===== config.mk =====
export PLATFORM = sky130hd
export DESIGN_NAME = byte_striping_flat
export DESIGN_NICKNAME = d
export VERILOG_FILES = /design/src/rtl/byte_striping_if.sv /design/src/rtl/byte_striping.sv /design/src/flat_wrapper.sv
export SDC_FILE = /design/constraint.sdc
export NUM_CORES = 1
export LEC_CHECK = 0
export ABC_AREA = 0
export CAP_MARGIN = 10
export CORE_MARGIN = 3
export CORE_UTILIZATION = 48
export CTS_CLUSTER_DIAMETER = 200
export CTS_CLUSTER_SIZE = 8
export DETAILED_ROUTE_END_ITERATION = 16
export PLACE_DENSITY = 0.84
export SLEW_MARGIN = 10
export SYNTH_ARGS = -nofsm -noshare
export SYNTH_HDL_FRONTEND = slang
export SYNTH_SLANG_ARGS = --single-unit

===== constraint.sdc =====
create_clock -name clk250k -period 2.3 [get_ports clk250k]
set_input_delay 0.345 -clock clk250k [delete_from_list [all_inputs] [get_ports clk250k]]
set_output_delay 0.345 -clock clk250k [all_outputs]
set_load 0.01 [all_outputs]

===== src/rtl/byte_striping_if.sv =====
// Handshake bundle for the transmit-side byte striping stage.
// The striper drives the lane group and in_ready through the master view.
// The upstream/downstream environment drives the byte stream and lane_ready
// through the slave view.
interface byte_striping_if;
    logic [7:0] data_in;
    logic       in_valid;
    logic       in_ready;
    logic       flush;
    logic [7:0] Lane_0;
    logic [7:0] Lane_1;
    logic [7:0] Lane_2;
    logic [7:0] Lane_3;
    logic       lane_valid;
    logic       lane_ready;
    logic [2:0] lane_count;
    logic [1:0] ctr_3;

    modport master (
        input  data_in, in_valid, flush, lane_ready,
        output in_ready, Lane_0, Lane_1, Lane_2, Lane_3,
        output lane_valid, lane_count, ctr_3
    );

    modport slave (
        output data_in, in_valid, flush, lane_ready,
        input  in_ready, Lane_0, Lane_1, Lane_2, Lane_3,
        input  lane_valid, lane_count, ctr_3
    );
endinterface


===== src/rtl/byte_striping.sv =====
// Transmit-side byte striping stage for the four-lane link.
// Bytes are collected round-robin into a four-slot staging buffer (first byte
// of a group lands in slot 0 / Lane_0). A completed or flushed group is moved
// into the registered lane outputs when the output register is free, so up to
// one group can wait in staging while another is presented downstream.
module byte_striping #(
    parameter logic [7:0] PAD_BYTE = 8'h00
) (
    input  logic            clk250k,
    input  logic            reset,
    byte_striping_if.master bus
);

    typedef enum logic {
        FILL = 1'b0,
        FULL = 1'b1
    } state_t;

    state_t     state;
    state_t     state_next;
    logic [7:0] stage [4];
    logic [7:0] stage_next [4];
    logic [1:0] cnt;
    logic [1:0] cnt_next;
    logic [2:0] stage_count;
    logic [2:0] stage_count_next;
    logic [2:0] fill_level;
    logic       stage_full;
    logic       out_free;
    logic       accept;
    logic       transfer;

    // Handshake decode; in_ready depends combinationally on lane_ready so the
    // staging slot freed by a transfer can be refilled in the same cycle.
    assign stage_full   = (state == FULL);
    assign out_free     = !bus.lane_valid || bus.lane_ready;
    assign bus.in_ready = !reset && (!stage_full || out_free);
    assign accept       = bus.in_valid && bus.in_ready;
    assign transfer     = stage_full && out_free;
    assign fill_level   = {1'b0, cnt} + {2'b00, accept};
    assign bus.ctr_3    = cnt;

    // Next-state logic: fill slots, complete or flush a group, hand it off.
    always_comb begin
        state_next       = state;
        cnt_next         = cnt;
        stage_count_next = stage_count;
        for (int k = 0; k < 4; k++) begin
            stage_next[k] = stage[k];
        end
        case (state)
            FILL: begin
                if (accept) begin
                    stage_next[cnt] = bus.data_in;
                end
                if (fill_level == 3'd4) begin
                    state_next       = FULL;
                    stage_count_next = 3'd4;
                end else if (bus.flush && (fill_level != 3'd0)) begin
                    for (int k = 0; k < 4; k++) begin
                        if (3'(k) >= fill_level) begin
                            stage_next[k] = PAD_BYTE;
                        end
                    end
                    stage_count_next = fill_level;
                    cnt_next         = fill_level[1:0];
                    state_next       = FULL;
                end else if (accept) begin
                    cnt_next = cnt + 2'd1;
                end
            end
            FULL: begin
                if (transfer) begin
                    state_next = FILL;
                    cnt_next   = 2'd0;
                    if (accept) begin
                        stage_next[0] = bus.data_in;
                        cnt_next      = 2'd1;
                    end
                end
            end
            default: begin
                state_next = FILL;
            end
        endcase
    end

    // Staging buffer, slot counter and FSM state registers.
    always_ff @(posedge clk250k or posedge reset) begin
        if (reset) begin
            state       <= FILL;
            cnt         <= 2'd0;
            stage_count <= 3'd0;
            for (int k = 0; k < 4; k++) begin
                stage[k] <= 8'h00;
            end
        end else begin
            state       <= state_next;
            cnt         <= cnt_next;
            stage_count <= stage_count_next;
            for (int k = 0; k < 4; k++) begin
                stage[k] <= stage_next[k];
            end
        end
    end

    // Output register: load on transfer, otherwise hold until downstream takes it.
    always_ff @(posedge clk250k or posedge reset) begin
        if (reset) begin
            bus.Lane_0     <= 8'h00;
            bus.Lane_1     <= 8'h00;
            bus.Lane_2     <= 8'h00;
            bus.Lane_3     <= 8'h00;
            bus.lane_count <= 3'd0;
            bus.lane_valid <= 1'b0;
        end else if (transfer) begin
            bus.Lane_0     <= stage[0];
            bus.Lane_1     <= stage[1];
            bus.Lane_2     <= stage[2];
            bus.Lane_3     <= stage[3];
            bus.lane_count <= stage_count;
            bus.lane_valid <= 1'b1;
        end else if (bus.lane_ready) begin
            bus.lane_valid <= 1'b0;
        end
    end

endmodule


===== src/flat_wrapper.sv =====
// flat-port wrapper written by rule: the top's interface ports become plain ports
module byte_striping_flat 
#(
    parameter logic [7:0] PAD_BYTE = 8'h00
)
  (clk250k, reset, bus_data_in, bus_in_valid, bus_flush, bus_lane_ready, bus_in_ready, bus_Lane_0, bus_Lane_1, bus_Lane_2, bus_Lane_3, bus_lane_valid, bus_lane_count, bus_ctr_3);
  byte_striping_if bus_i ();
  input  logic clk250k;
  input  logic reset;
  input wire logic [$bits(bus_i.data_in)-1:0] bus_data_in;
  input wire logic [$bits(bus_i.in_valid)-1:0] bus_in_valid;
  input wire logic [$bits(bus_i.flush)-1:0] bus_flush;
  input wire logic [$bits(bus_i.lane_ready)-1:0] bus_lane_ready;
  output wire logic [$bits(bus_i.in_ready)-1:0] bus_in_ready;
  output wire logic [$bits(bus_i.Lane_0)-1:0] bus_Lane_0;
  output wire logic [$bits(bus_i.Lane_1)-1:0] bus_Lane_1;
  output wire logic [$bits(bus_i.Lane_2)-1:0] bus_Lane_2;
  output wire logic [$bits(bus_i.Lane_3)-1:0] bus_Lane_3;
  output wire logic [$bits(bus_i.lane_valid)-1:0] bus_lane_valid;
  output wire logic [$bits(bus_i.lane_count)-1:0] bus_lane_count;
  output wire logic [$bits(bus_i.ctr_3)-1:0] bus_ctr_3;
  assign bus_i.data_in = bus_data_in;
  assign bus_i.in_valid = bus_in_valid;
  assign bus_i.flush = bus_flush;
  assign bus_i.lane_ready = bus_lane_ready;
  assign bus_in_ready = bus_i.in_ready;
  assign bus_Lane_0 = bus_i.Lane_0;
  assign bus_Lane_1 = bus_i.Lane_1;
  assign bus_Lane_2 = bus_i.Lane_2;
  assign bus_Lane_3 = bus_i.Lane_3;
  assign bus_lane_valid = bus_i.lane_valid;
  assign bus_lane_count = bus_i.lane_count;
  assign bus_ctr_3 = bus_i.ctr_3;
  byte_striping #(.PAD_BYTE(PAD_BYTE)) u_core (.clk250k(clk250k), .reset(reset), .bus(bus_i));
endmodule

==> results.cfg <==
[timing]
setup_viol = 0
rsz0062_at_grt = false
finalMaxSlewViolations = 0
min_period_over_period_pct = 95.9
tightest_slew_ns = 0.485
finalClockSkew_ns = 0.00702
max_slew_margin_pct = 67.5
fmax_ghz = 0.453
fin_crit_ns = 2.21
final_hold_viol_count = 0

[worst_setup_path]
crit_arrival_ns = 2.49
crit_chain = clkdlybuf4s50_1, and3b_1, nor2_1, ha_1, inv_1, ha_1, buf_4, nor4bb_1, a21oi_1, or3_1, nand4_1
end_kind = flop
cp_max_fo = 8
path_common_cell = ha_1
cpPeakStageDelay_ns = 0.46
timing.rr.end = u_core.bus.ctr_3[0]
path_class = in -> reg
cp_top_family = simple AND/OR/NAND/NOR gates
ff2ff_setup_slack_ns = 0.14
critPathSlowestCell = clkdlybuf4s50_1
cp-start-kind = input pin
reg2reg_depth = 10
r2r_start = u_core.bus.lane_valid
required_ns = 2.59
path_buf_inv = 3

[place]
placedCellCount = 400
place.gp.congestion = 0.848
port_buffers = 51
hpwl_um = 4840

[yosys]
ys_top_cells_by_area = dfrtp_1 (57%), mux2_2 (12%), mux2i_1 (8.4%)
synth_cell_types = 31
synth_common_cells = dfrtp_1 (74), mux2_2 (35), nor2_1 (30)
synthesis.nets = 283
synth_area_um2 = 3220
post-synth-top-area-fraction_pct = 57.5
syn_avg_cell_area_um2 = 12.3
async_flop_share_pct = 100
yosys_register_bits = 74
synth_top_cell_by_area = dfrtp_1
yosysSeqAreaShare_pct = 57.5
yosysWarnings = 0
yosysMostFrequentCell = dfrtp_1
synth_edf_count = 0
synthCells = 262
synthFlopType = dfrtp_1

[route]
viasPerCell = 5.31
routed.top_layer = met4
first_pass_iters = 4
first_iter_violations = 123
post_drt_wl_per_cell_um = 16.5
routed_wl_um = 6880
postRouteAntennaNets = 0
met1_length_um = 3110
wl_met3_um = 274
wl_met2_um = 3310
route.detailed.drc = 0
vias = 2209

[power_and_ir_drop]
report.power.total_mw = 5.21
p_leak_nw = 1.89
powerDensity_nw_per_um2 = 1260
irDropWorstVdd_uv = 657

[die]
die_x_um = 87.9
num_rows = 29
initial_core_util_pct = 50.2
die_h_um = 87.9
pin_count = 52
core_um2 = 6420
dieArea_um2 = 7730

[clocking]
numCtsBuffers = 9
clkTransAtPathRegs_ns = 0.07
cts_tree = yes
clk-insertion-delay-late_ns = 0.35
clockRootBuffer = clkbuf_8
cts_setup_buffers = 0
numClockSinks = 74
postCtsHoldBufs = 0
clk_path_buf_depth = 2
htreeDepth = 3

[layout]
finish.utilization_pct = 64.5
drive_gt1_share_pct = 23.9
instances_no_fill = 416
finalNetCount = 355
antenna_cells = 0
area_growth_pct = 28.5
fillers = 506

[worst_hold_path]
min-delay-start = u_core.bus.Lane_0[3]
whs_path_depth = 1
hold_path_class = reg -> reg
min_to = u_core.bus.Lane_0[3]

[grt]
grt_use_total_pct = 20.1
overflow = 0
antenna_found_initial = 0
first_global_vias = 2381
grt_pass1_wl_um = 11600
grt_start_max_net_pins = 75

[status]
outcome = complete, no violations

[job]
drv_cap = 0
## metal layers
| metal | up-vias | GRT usage, % |
|---|---|---|
| li1 | 1044 | - |
| met4 | 0 | 9.62 |
| met1 | 1085 | 25.5 |
| met3 | 18 | 5.17 |
| met5 | - | 0 |
| met2 | 62 | 32.3 |
## sequential cells by signal, indices dropped and copies added, names as in the netlist
register,flops
u_core.bus.lane_valid,1
u_core.bus.Lane_1,8
u_core.bus.Lane_0,8
u_core.bus.lane_count,3
u_core.stage_count,3
u_core.stage,32
u_core.bus.Lane_3,8
u_core.bus.Lane_2,8
u_core.bus.ctr_3,2
u_core.stage_full,1
## final cells by class
cell class | count | area [um2] | share of cell area, %
clock buffers | 12 | 145 | 3.51
clock inverters | 4 | 27.5 | 0.665
inverters | 6 | 26.3 | 0.635
multi-input cells | 169 | 1300 | 31.3
flip-flops and latches | 74 | 1850 | 44.7
well taps | 77 | 96.3 | 2.33
repair buffers | 74 | 696 | 16.8
## worst register-to-register path, cell delays in order (launching register included)
cell,delay [ns]
dfrtp_1,0.40
and3b_1,0.20
nor2_1,0.11
ha_1,0.18
inv_1,0.06
ha_1,0.31
buf_4,0.17
nor4bb_1,0.23
a21oi_1,0.06
or3_1,0.31
nand4_1,0.09
## metrics by stage
step | hold slack (ns) | setup TNS, ns | worst slack [ns] | cell area (um2)
2_1_floorplan | 0.467 | 0 | 0.00186 | 3230
3_3_place_gp | 0.487 | -5.30 | -0.283 | 3950
4_1_cts | 0.509 | 0 | 0.110 | 4130
6_report | 0.505 | 0 | 0.0940 | 4140
3_5_place_dp | 0.493 | -7.35 | -0.386 | 3950
5_1_grt | 0.513 | 0 | 0.00627 | 4140
## repair_timing
action | in CTS | in global routing
endpoints found under the setup margin | 10 | 9
pin swaps | 0 | 0
resized for setup | 2 | 3
gates cloned | 0 | 0
## where the power goes
part	switching (mW)	internal [mW]
sequential	0.267	1.78
clock	0.467	0.422
combinational	1.05	1.22
## cell usage in the layout, fill, tap and decap left out, types with 8 or more instances in the layout
| cell | count |
|---|---|
| dfrtp_1 | 74 |
| clkbuf_8 | 10 |
| ha_1 | 8 |
| nand2_1 | 21 |
| mux2i_1 | 27 |
| mux2_2 | 35 |
| nor2_1 | 30 |
| a21oi_1 | 13 |
| clkdlybuf4s50_1 | 51 |
| buf_4 | 22 |
## kinds of logic after synthesis
| logic type | Yosys count | synth area share [%] |
|---|---|---|
| AO/OA/AOI/OAI | 25 | 4.35 |
| adder cells (fa/ha/maj) | 8 | 3.11 |
| multiplexers | 62 | 20.6 |
| AND/OR/NAND/NOR | 74 | 11.6 |
| buffers and inverters | 19 | 2.83 |
| flip-flops | 74 | 57.5 |
## how the worst max path moves through the flow
stage	startpoint	endpoint	cells past startpoint
after floorplan	u_core.bus.lane_valid	u_core.stage[24]	12
after global placement	bus_lane_ready	u_core.bus.ctr_3[0]	11
after detailed placement	bus_lane_ready	u_core.stage[28]	10
after CTS	bus_lane_ready	u_core.bus.ctr_3[0]	11
after global routing	bus_lane_ready	u_core.bus.ctr_3[0]	11
final	bus_lane_ready	u_core.bus.ctr_3[0]	11
Power figures use the tool's default switching activity.
